### src/rtl/sobel_stream_packer.sv
// sobel_stream_packer
//   Buffers the per-pixel Sobel RGB stream in a small show-ahead FIFO and
//   presents it to a back-pressuring sink over valid/ready. Each outgoing
//   pixel is tagged with x/y coordinates and sof/eol/eof flags. frame_done_o
//   pulses for one cycle after the last pixel of a frame is transferred.
// Ports:
//   clk, rst           clock, synchronous active-high reset
//   red/green/blue_i   input pixel, sampled when done_i is high
//   done_i             per-pixel valid strobe
//   pix_o/pix_valid_o  FIFO head {r,g,b} and non-empty flag
//   pix_ready_i        sink accept
//   x_o/y_o            coordinates of pix_o
//   sof_o/eol_o/eof_o  frame position flags, qualified by pix_valid_o
//   frame_done_o       one-cycle pulse after the eof transfer
//   fill_o             FIFO occupancy
//   overflow_o         sticky: a pixel was dropped
module sobel_stream_packer #(
  parameter int IMG_WIDTH  = 512,
  parameter int IMG_HEIGHT = 512,
  parameter int FIFO_DEPTH = 16
) (
  input  logic                          clk,
  input  logic                          rst,
  input  logic [7:0]                    red_i,
  input  logic [7:0]                    green_i,
  input  logic [7:0]                    blue_i,
  input  logic                          done_i,
  output logic [23:0]                   pix_o,
  output logic                          pix_valid_o,
  input  logic                          pix_ready_i,
  output logic [$clog2(IMG_WIDTH)-1:0]  x_o,
  output logic [$clog2(IMG_HEIGHT)-1:0] y_o,
  output logic                          sof_o,
  output logic                          eol_o,
  output logic                          eof_o,
  output logic                          frame_done_o,
  output logic [$clog2(FIFO_DEPTH):0]   fill_o,
  output logic                          overflow_o
);
  localparam int XW = $clog2(IMG_WIDTH);
  localparam int YW = $clog2(IMG_HEIGHT);
  localparam int AW = $clog2(FIFO_DEPTH);
  localparam int FW = AW + 1;

  logic [23:0]   mem [FIFO_DEPTH];
  logic [AW-1:0] wr_ptr_q, wr_ptr_d, rd_ptr_q, rd_ptr_d;
  logic [FW-1:0] fill_q, fill_d;
  logic          valid_q, valid_d;
  logic [XW-1:0] x_q, x_d;
  logic [YW-1:0] y_q, y_d;
  logic          fd_q, fd_d;
  logic          ov_q, ov_d;
  logic          xfer, wr, full, eol, last_row;

  always_comb begin
    xfer     = valid_q && pix_ready_i;
    full     = (fill_q == FW'(FIFO_DEPTH));
    // A transfer in the same cycle frees the head slot, so a full FIFO
    // still accepts the write.
    wr       = done_i && (!full || xfer);
    eol      = (x_q == XW'(IMG_WIDTH - 1));
    last_row = (y_q == YW'(IMG_HEIGHT - 1));

    wr_ptr_d = wr_ptr_q;
    rd_ptr_d = rd_ptr_q;
    fill_d   = fill_q;
    x_d      = x_q;
    y_d      = y_q;

    // Power-of-two depth: pointers wrap naturally.
    if (wr)   wr_ptr_d = wr_ptr_q + AW'(1);
    if (xfer) rd_ptr_d = rd_ptr_q + AW'(1);

    case ({wr, xfer})
      2'b10:   fill_d = fill_q + FW'(1);
      2'b01:   fill_d = fill_q - FW'(1);
      default: fill_d = fill_q;
    endcase
    valid_d = (fill_d != '0);

    if (xfer) begin
      if (eol) begin
        x_d = '0;
        y_d = last_row ? '0 : y_q + YW'(1);
      end else begin
        x_d = x_q + XW'(1);
      end
    end

    fd_d = xfer && eol && last_row;
    ov_d = ov_q || (done_i && !wr);
  end

  always_ff @(posedge clk) begin
    if (rst) begin
      wr_ptr_q <= '0;
      rd_ptr_q <= '0;
      fill_q   <= '0;
      valid_q  <= 1'b0;
      x_q      <= '0;
      y_q      <= '0;
      fd_q     <= 1'b0;
      ov_q     <= 1'b0;
    end else begin
      wr_ptr_q <= wr_ptr_d;
      rd_ptr_q <= rd_ptr_d;
      fill_q   <= fill_d;
      valid_q  <= valid_d;
      x_q      <= x_d;
      y_q      <= y_d;
      fd_q     <= fd_d;
      ov_q     <= ov_d;
    end
  end

  // Storage carries no reset; visibility is governed by the pointers.
  always_ff @(posedge clk) begin
    if (!rst && wr) mem[wr_ptr_q] <= {red_i, green_i, blue_i};
  end

  // Empty FIFO drives zero rather than stale storage.
  assign pix_o        = valid_q ? mem[rd_ptr_q] : 24'h0;
  assign pix_valid_o  = valid_q;
  assign x_o          = x_q;
  assign y_o          = y_q;
  assign sof_o        = valid_q && (x_q == '0) && (y_q == '0);
  assign eol_o        = valid_q && eol;
  assign eof_o        = valid_q && eol && last_row;
  assign frame_done_o = fd_q;
  assign fill_o       = fill_q;
  assign overflow_o   = ov_q;
endmodule
### config.mk
export PLATFORM = sky130hd
export DESIGN_NAME = sobel_stream_packer
export DESIGN_NICKNAME = d
export VERILOG_FILES = /design/src/rtl/sobel_stream_packer.sv
export SDC_FILE = /design/constraint.sdc
export NUM_CORES = 1
export LEC_CHECK = 0
export CORE_AREA = 3 3 247 200
export DETAILED_ROUTE_END_ITERATION = 6
export DIE_AREA = 0 0 250 203
export MAX_ROUTING_LAYER = met4
export PLACE_DENSITY = 0.51
export SYNTH_ARGS = -nofsm -noshare
export SYNTH_HDL_FRONTEND = slang
export SYNTH_SLANG_ARGS = --single-unit
### constraint.sdc
create_clock -name clk -period 8.3 [get_ports clk]
set_input_delay 1.245 -clock clk [delete_from_list [all_inputs] [get_ports clk]]
set_output_delay 1.245 -clock clk [all_outputs]
set_load 0.02 [all_outputs]
**After elaboration in Yosys (flattened, before gate mapping)**

Memory sizes are Yosys's and may differ from the RTL's. A register that Yosys moved wholly into a read port is not among the register bits.
Cells that the tools add are included.
Widths: inputs -> output; s select.

- Memory bits (writable): 384
- Word-level logic and storage cells: 47
- Register bits: 34
- Input port bits: 28
- Memories: 1
- Output and inout port bits: 53

Memory list:

| name | depth | width | read ports | clocked after Yosys merged registers in | wr ports | RTL line | source |
|---|---|---|---|---|---|---|---|
| mem | 16 | 24 | 1 | 1 | 1 | 45 | `logic [23:0] mem [FIFO_DEPTH];` |

- Mux-type cells: 8
- Add/subtract/negate cells: 6
- Reduce and logical (&&, ||, !) cells: 19
- Equal/unequal tests: 5

Operator list:

| cell | number |
|---|---|
| $mux 24 | 1 |
| $add 9x1->9 const B | 2 |
| $eq 9x9->1 const B | 2 |
| $logic_not 9->1 | 2 |
| $mux 9 | 2 |
| $logic_and 1x1->1 | 10 |
| $pmux 5 s2 | 1 |
| $add 4x1->4 const B | 2 |
| $mux 4 | 2 |
| $add 5x1->5 const B | 1 |
| $eq 5x5->1 const B | 1 |
| $reduce_bool 5->1 | 1 |
| $sub 5x1->5 const B | 1 |
| $logic_not 1->1 | 3 |
| $eq 2x1->1 const B | 1 |
| $eq 2x2->1 const B | 1 |
| $logic_or 1x1->1 | 2 |
| $mux 1 | 2 |
| $reduce_and 2->1 | 1 |

**Logic depth before layout (Yosys ltp)**

Gate-level depths: netlist of the first run.

- Word-level depth: 7
- Mapped depth: 10

**Worst setup path after synthesis of the first run**

OpenSTA, ideal clock, no wires.

- Kind: input-to-reg
- Start: input port pix_ready_i
- End: memory mem[0][0] (enable)
- Data required time: 7895 ps
- Setup slack: 4534 ps
- Data arrival time: 3361 ps
- Setup time: 405 ps
- Cell stages on the path: 4
- Path through: nand2_1 a31oi_1 or3b_1 nor2_1

- Cells in the longest elaborated chain, start to end: 6

RTL lines:

| item | RTL line | source |
|---|---|---|
| start, declared | 30 | `input logic pix_ready_i,` |
| $logic_and 1x1->1 | 56 | `xfer = valid_q && pix_ready_i;` |
| $logic_or 1x1->1 | 60 | `wr = done_i && (!full \|\| xfer);` |
| $logic_and 1x1->1 | 60 |  |
| $logic_and 1x1->1 | 118 | `if (!rst && wr) mem[wr_ptr_q] <= {red_i, green_i, blue_i};` |
| $mux 1 | 118 |  |
| $mux 1 (not written as such) | 118 |  |
| end, declared | 45 |  |

Every way passes these cells.

==> reports/metrics.cfg, run 1 <==
[place]
portBuffers=80
dpl.hpwl_mm=19.6
post-place-ws_ps=3620
place_congestion=0.735

[sta]
fin_setup_tns_ps=0
hold_viol=0
setup_violations=0
maxSlewHeadroom_pct=25.8
fin_crit_ps=5120
finalMaxSlewViolations=0
setup_ws_ps=3180
finClkSkew_ps=15.4
worstMarginPinSlew_ps=1110
fmax_mhz=195
rsz0062_at_grt=false
fin_crit_sh_pct=61.7

[grt]
busiest_layer=met2
use_met3_pct=2.69
met2_usage_pct=24.0
antenna_found_initial=2
grt_pass1_vias=8228
grt_overflow=0
grt_max_degree=61
gr-usage-met1_pct=20.1
grt_pass1_wl_mm=54.9
gr-usage-all-layers_pct=15.0

[logic_synthesis]
netlist_instances=787
synth_warnings=0
synthFlopType=edfxtp_1
ys_ff_latch=422
synth_edf_count=384
synth_nets=830
yosysUniqueCellTypes=37
synth.avg_cell_area_um2=20.9
syn_area_mm2=0.0164
synthArstFlopShare_pct=0
ys_seq_area_share_pct=74.8

[finish]
final_nets=932
fillCellCount=4124
layout_commonest_cell=edfxtp_1
multi_input_area_mm2=0.00404
layout_common_cells=384 x edfxtp_1, 120 x mux4_2, 80 x clkdlybuf4s50_1
regArea_mm2=0.0123
area_delta_synth_final_pct=18.2
post_route_cells_drive_above_1_share_pct=23.6

[floorplanning]
die_area_mm2=0.0508
die_w_um=250
fp.coreArea_mm2=0.0470
start_util_pct=35.0
ios=81
die_h_um=203
rows=71

[cts]
clk_latency_ps=550
clk_pin_slew_worst_paths_ps=60
root_buffer=clkbuf_16
h-tree-depth=2
cts_tree=built
post_cts_buffers=0
cts_buffers=44
cts-hold-fix-buffers=0
cts-resized-gates=0
clk_path_buf_depth=3
cts_num_sinks=422

[setup_path]
r2r-start=fill_o[0]
critical_path_class=reg -> out
slowest_stage=dfxtp_4
critPathCapture=pix_o[2]
cpPeakStageDelay_ps=740
cp-end-kind=output port
reg2regPathDepth=4
timing.rr.end=mem[9][21]
path_common_cell=mux4_2
crit_fanout=37
cp-start-kind=flop
rrSetupSlack_ps=5140
critPathRequiredTime_ps=7050
critPathArrivalTime_ps=3870
path_cells=buf_4 -> mux4_2 -> mux4_2 -> and2_1 -> clkdlybuf4s50_1

[status]
status=completed

[pwr]
finalPower_uw=4660
power_density_mw_per_mm2=240
ir_drop_mv=0.138
leakage_uw=0.00592

[detailed_routing]
drc=0
first_pass_iters=5
wl_mm=36.4
routedWlPerCell_um=23.5
drtIter0Drc=609
vias=7746
vias_per_cell=5.01
final_antenna_net_count=0

[worst_hold_path]
min_path_type=reg -> reg
hold_start=overflow_o

[run]
max_cap_violations=0

==> per-stage QoR <==
stage	std cells	hold WS (ps)	utilization, %	instance area (um2)
final	1546	459	41.4	19400
after global routing	1546	502	41.4	19400
after CTS	1544	456	41.3	19400
after detailed placement	1463	445	38.4	18100
after global placement	1463	443	38.4	18100
after floorplan	787	468	-	16400
==> critical path: cells and delay by family, from the launching register on <==
| kind | cells | cell delay, ps |
|---|---|---|
| flip-flops | 1 | 740 |
| multiplexers | 2 | 1070 |
| buffers and inverters | 2 | 1270 |
| AND/OR/NAND/NOR | 1 | 210 |
==> layout make-up <==
| type | instances | share of cell area, % |
|---|---|---|
| Timing Repair Buffer | 93 | 4.62 |
| Inverter | 10 | 0.193 |
| Clock inverter | 25 | 0.933 |
| Clock buffer | 56 | 6.16 |
| Sequential cell | 422 | 63.3 |
| Tap cell | 620 | 3.99 |
| Multi-Input combinational cell | 318 | 20.8 |
| Antenna cell | 2 | 0.0258 |
==> where the power goes <==
group	switching, uW	internal, uW
registers	27.3	2340
clock network	803	1080
logic	202	198
total	1030	3630
==> registers in the layout, indices dropped and copies added, names as in the netlist, named ones only <==
signal,cells
overflow_o,1
pix_valid_o,1
frame_done_o,1
x_o,9
wr_ptr_q,4
y_o,9
fill_o,5
mem,384
rd_ptr_q,4
==> kinds of logic after synthesis <==
kind of cell	share of synthesized area [%]
DFF	74.8
and+or+nand+nor	4.10
muxes	16.5
buffers and inverters	1.40
AOI/OAI and AO/OA	0.967
xor gates and xnor gates	1.07
adders and majority gates	1.19
==> worst min path at each step <==
stage	endpoint	cells past startpoint
after global routing	overflow_o	2
final	overflow_o	2
after global placement	overflow_o	2
after floorplan	flop	2
after detailed placement	overflow_o	2
after CTS	overflow_o	2
==> synth_stat cells (3+ instances only) <==
cell        n  area (um2)
nor2_1     47         176
nand2b_1    5        31.3
or3_1       3        18.8
clkbuf_1   18        67.6
nor3_1      4        20.0
buf_6       6        67.6
buf_1       6        22.5
nor4_1      3        18.8
nand2_1    24        90.1
dfxtp_1    38         761
a21oi_1    12        60.1
o21ai_0     3        15.0
buf_2       7        35.0
and3_1      3        18.8
ha_1       14         175
xnor2_1     8        70.1
nand3b_1    3        22.5
and2_1     27         169
a22oi_1     3        22.5
nand4_1     8        50.1
a21o_1      3        22.5
edfxtp_1  384       11500
inv_1      10        37.5
mux4_2    120        2700
xor2_1     12         105
nand3_1     5        25.0
==> metal layers <==
layer | share of wire, % | wire length (um)
met1 | 45 | 16400
met2 | 49 | 18000
met3 | 4.0 | 1470
met4 | 1.4 | 509
met5 | 0 | 0
Note: power is estimated with default switching activity, not from simulation.
==> run 2: changes to the inputs <==
- clock period: 8.3 -> 4.9 ns (I/O delays scaled with it)
==> run 2 against run 1 <==
Net effect:
- die area did not move
- combinational power rose by 71%
- clock power rose by 59%
==> reports/metrics.cfg, run 2 (synthesis gave the netlist of run 1 again) <==
[status]
status=completed

[grt]
gr-usage-all-layers_pct=15.3  ; +0.31 points
grt_pass1_wl_mm=55.7  ; +1.6%
busiest_layer=met2
antenna_found_initial=1  ; -1
grt_pass1_vias=8312  ; +1.0%
grt_max_degree=46  ; -25%
gr-usage-met1_pct=21.9  ; +1.8 points
met2_usage_pct=23.1  ; -0.94 points
use_met3_pct=2.57  ; -0.12 points
grt_overflow=0  ; unchanged

[cts]
root_buffer=clkbuf_16
clk_pin_slew_worst_paths_ps=60  ; about the same
cts_num_sinks=422  ; unchanged
cts-hold-fix-buffers=0  ; unchanged
cts-resized-gates=0  ; unchanged
clk_path_buf_depth=3  ; unchanged
cts_tree=built
h-tree-depth=2  ; unchanged
cts_buffers=44  ; unchanged
post_cts_buffers=0  ; unchanged
clk_latency_ps=550  ; about the same

[finish]
regArea_mm2=0.0123  ; unchanged
area_delta_synth_final_pct=18.7
largest-register=mem
multi_input_area_mm2=0.00404  ; unchanged
layout_commonest_cell=edfxtp_1
post_route_cells_drive_above_1_share_pct=24.1  ; +0.55 points
final_nets=946  ; +1.5%
layout_common_cells=384 x edfxtp_1, 120 x mux4_2, 80 x clkdlybuf4s50_1
largest_reg_flops=384  ; unchanged
fillCellCount=4112  ; -0.29%

[floorplanning]
fp.coreArea_mm2=0.0470  ; unchanged
start_util_pct=35.0  ; unchanged
ios=81  ; unchanged
die_h_um=203  ; unchanged
rows=71  ; unchanged
die_area_mm2=0.0508  ; unchanged
die_w_um=250  ; unchanged

[detailed_routing]
vias=7871  ; +1.6%
vias_per_cell=5.06  ; +0.90%
drc=0  ; unchanged
wl_mm=36.9  ; +1.6%
first_pass_iters=4  ; -1
drtIter0Drc=604  ; -0.82%
final_antenna_net_count=0  ; unchanged
routedWlPerCell_um=23.7  ; +0.88%

[sta]
finalMaxSlewViolations=0  ; unchanged
worstMarginPinSlew_ps=985  ; -125 ps
rsz0062_at_grt=false
fmax_mhz=241
fin_setup_tns_ps=0  ; unchanged
fin_crit_ps=4150
maxSlewHeadroom_pct=34.3  ; +8.5 points
setup_violations=0  ; unchanged
hold_viol=0  ; unchanged
finClkSkew_ps=17.8  ; +2.40 ps
fin_crit_sh_pct=84.6

[pwr]
leakage_uw=0.00597  ; +0.77%
finalPower_uw=7720  ; +66%
power_density_mw_per_mm2=396  ; +65%
ir_drop_mv=0.258  ; +87%

[setup_path]
crit_family=multiplexers
crit_fanout=45  ; +22%
critPathArrivalTime_ps=3410  ; -460 ps
path_cells=buf_12 -> mux4_2 -> mux4_2 -> and2_1 -> clkdlybuf4s50_1
slowest_stage=dfxtp_4
path_common_cell=mux4_2
cp-start-kind=flop
cp-end-kind=output port
critPathRequiredTime_ps=4160  ; -2890 ps
rrSetupSlack_ps=1890  ; -3250 ps
path_buf_inv=2  ; unchanged
critical_path_class=reg -> out
cpPeakStageDelay_ps=650  ; -90 ps

[place]
place_congestion=0.724  ; -1.6%
dpl.hpwl_mm=20.2  ; +3.2%
portBuffers=80  ; unchanged

[worst_hold_path]
min_path_type=reg -> reg

[run]
max_cap_violations=0  ; unchanged

run 2: worst paths after layout:
kind | start | cells past startpoint | to
max reg2reg | pix_valid_o | 6 | mem[0][8]
max | flop | 5 | pix_o[1]
min reg2reg | overflow_o | 2 | overflow_o
min | overflow_o | 2 | overflow_o
run 2: routing by layer:
| layer | vias to the layer above | wire, um | share of wire [%] |
|---|---|---|---|
| met5 | - | 0 | 0 |
| met4 | 0 | 578 | 1.6 |
| met3 | 52 | 1680 | 4.6 |
| met2 | 153 | 17300 | 47 |
| met1 | 4210 | 17400 | 47 |
| li1 | 3456 | - | - |
run 2: report_power, final:
part / switching [uW] / internal (uW) / total, uW
clock network: 1330 / 1680 / 3010
logic: 335 / 348 / 683
registers: 56.3 / 3970 / 4030
total: 1720 / 6000 / 7720
run 2: worst register-to-register path: cells and delay by family, from the launching register on:
kind	cells	cell delay (ps)
compound gates	1	250
buf+inv	2	650
flops	1	620
simple gates	3	1120
run 2: stage by stage:
| stage | cell area, um2 | std cells | setup WS, ps | hold slack, ps | utilization, % |
|---|---|---|---|---|---|
| floorplan | 16400 | 787 | 1640 | 468 | - |
| global placement | 18200 | 1477 | 1250 | 442 | 38.8 |
| detailed placement | 18200 | 1477 | 1250 | 447 | 38.8 |
| CTS | 19500 | 1556 | 652 | 461 | 41.5 |
| global route | 19500 | 1557 | 554 | 478 | 41.5 |
| finish | 19500 | 1557 | 755 | 460 | 41.5 |
run 2: final cells by class:
class                           instances  area share (%)
Multi-Input combinational cell        318            20.7
Sequential cell                       422            63.1
Timing Repair Buffer                  107            5.46
Inverter                               10           0.192
Clock buffer                           53            5.93
Antenna cell                            1          0.0128
Clock inverter                         26           0.673
Tap cell                              620            3.98
==> run 3: changes to the inputs <==
- clock period: 4.9 -> 3.95 ns (I/O delays scaled with it)
==> run 3 against run 2 <==
Net effect:
- worst setup slack lost 550 ps
- clock skew is 7.4 ps lower
- sequential power is 23% higher
- register-to-register slack got worse by 450 ps
- wire length increased by 0.94%
- global-route usage barely moved
- total power increased by 26%
- sequential share of layout area is 0.83 points lower
- via count decreased by 0.28%
- clock power rose by 27%
- combinational power grew 33%
- clock-buffer cell count up 4
==> reports/metrics.cfg, run 3 (synthesis gave the netlist of run 1 again) <==
[status]
status=completed

[detailed_routing]
wl_mm=37.3  ; +0.94%
first_pass_iters=5  ; +1
vias=7849  ; -0.28%
vias_per_cell=4.99  ; -1.3%
drc=0  ; unchanged
routedWlPerCell_um=23.7  ; about the same
drtIter0Drc=703  ; +16%
final_antenna_net_count=0  ; unchanged

[sta]
fin_crit_ps=3740
fmax_mhz=267
finalMaxSlewViolations=0  ; unchanged
worstMarginPinSlew_ps=658  ; -327 ps
maxSlewHeadroom_pct=56.0  ; +22 points
rsz0062_at_grt=false
fin_crit_sh_pct=94.8
finClkSkew_ps=10.4  ; -7.39 ps
fin_setup_tns_ps=0  ; unchanged
hold_viol=0  ; unchanged
setup_violations=0  ; unchanged
setup_ws_ps=207  ; -548 ps

[grt]
grt_overflow=0  ; unchanged
grt_max_degree=52  ; +13%
gr-usage-all-layers_pct=15.3  ; +0.035 points
grt_pass1_wl_mm=55.9  ; +0.21%
antenna_found_initial=2  ; +1
grt_pass1_vias=8182  ; -1.6%

[cts]
clk_path_buf_depth=3  ; unchanged
cts_buffers=43  ; -2.3%
clk_pin_slew_worst_paths_ps=60  ; about the same
cts_num_sinks=422  ; unchanged
cts_tree=built
clk_latency_ps=540  ; about the same
cts-resized-gates=0  ; unchanged
root_buffer=clkbuf_16
cts-hold-fix-buffers=0  ; unchanged
post_cts_buffers=0  ; unchanged
h-tree-depth=2  ; unchanged

[pwr]
power_density_mw_per_mm2=490  ; +24%
ir_drop_mv=0.316  ; +22%
leakage_uw=0.00612  ; +2.5%

[floorplanning]
die_h_um=203  ; unchanged
fp.coreArea_mm2=0.0470  ; unchanged
die_w_um=250  ; unchanged
rows=71  ; unchanged
die_area_mm2=0.0508  ; unchanged
ios=81  ; unchanged
start_util_pct=35.0  ; unchanged

[setup_path]
critPathArrivalTime_ps=3150  ; -260 ps
cp-start-kind=flop
critical_path_class=reg -> out
critPathRequiredTime_ps=3360  ; -800 ps
cp-end-kind=output port
rrSetupSlack_ps=1440  ; -450 ps
crit_fanout=26  ; -42%

[finish]
area_delta_synth_final_pct=20.3
final_cells=1573  ; +1.0%
post_route_cells_drive_above_1_share_pct=26.0  ; +1.9 points
multi_input_area_mm2=0.00404  ; unchanged
largest_reg_flops=384  ; unchanged
fillCellCount=4047  ; -1.6%
regArea_mm2=0.0123  ; unchanged
largest-register=mem
layout_commonest_cell=edfxtp_1
layout_common_cells=384 x edfxtp_1, 120 x mux4_2, 80 x clkdlybuf4s50_1
num_antenna_cells=0  ; -1
final_nets=968  ; +2.3%

[place]
place_congestion=0.720  ; -0.50%
dp_cells=1489  ; +0.81%
portBuffers=80  ; unchanged
dpl.hpwl_mm=21.1  ; +4.4%
post-place-ws_ps=595  ; -657 ps

[worst_hold_path]
min_path_type=reg -> reg

[run]
max_cap_violations=0  ; unchanged

run 3: cell count changes in the layout (fill, tap and decap cells not counted), sizes merged, moves of 2 or more:
cell and delta:
bufinv +2, inv -2, clkbuf +4, clkinv -9, buf +23
run 3: power by group:
part / switching, uW / total, uW / leakage (uW) / internal (uW)
registers: 45.3 / 4970 / 0.00377 / 4920
logic: 447 / 909 / 0.00171 / 463
clock network: 1610 / 3820 / 0.000643 / 2210
run 3: worst paths after layout:
check,start,endpoint,depth (start not counted)
min reg2reg,overflow_o,overflow_o,2
max,flop,pix_o[17],5
max reg2reg,pix_valid_o,mem[4][0],6
min,overflow_o,overflow_o,2
run 3: per-layer routing:
layer | part of all wire, % | GRT usage, %
met4 | 1.6 | 3.23
met2 | 48 | 23.9
met1 | 46 | 21.6
met5 | 0 | -
met3 | 4.0 | 2.23
run 3: layout make-up:
type	count	area share (%)
tap	620	3.92
clock inverter	16	0.671
timing repair buffer	130	6.65
multi-input combinational	318	20.4
inverter	10	0.190
clock buffer	57	5.92
sequential	422	62.2
run 3: critical path, cell delays in order (launching register included):
cell and delay, ps:
dfxtp_4 520, buf_12 270, mux4_2 560, mux4_2 460
and2_1 200, clkdlybuf4s50_1 560
run 3: metrics by stage:
step / hold WS, ps / util, % / cell area, um2 / total power (uW)
floorplan: 468 / - / 16400 / 5610
global placement: 442 / 39.1 / 18400 / 5970
detailed placement: 448 / 39.1 / 18400 / 5970
CTS: 457 / 41.9 / 19700 / 9820
global route: 489 / 42.1 / 19800 / 10100
finish: 449 / 42.1 / 19800 / 9690
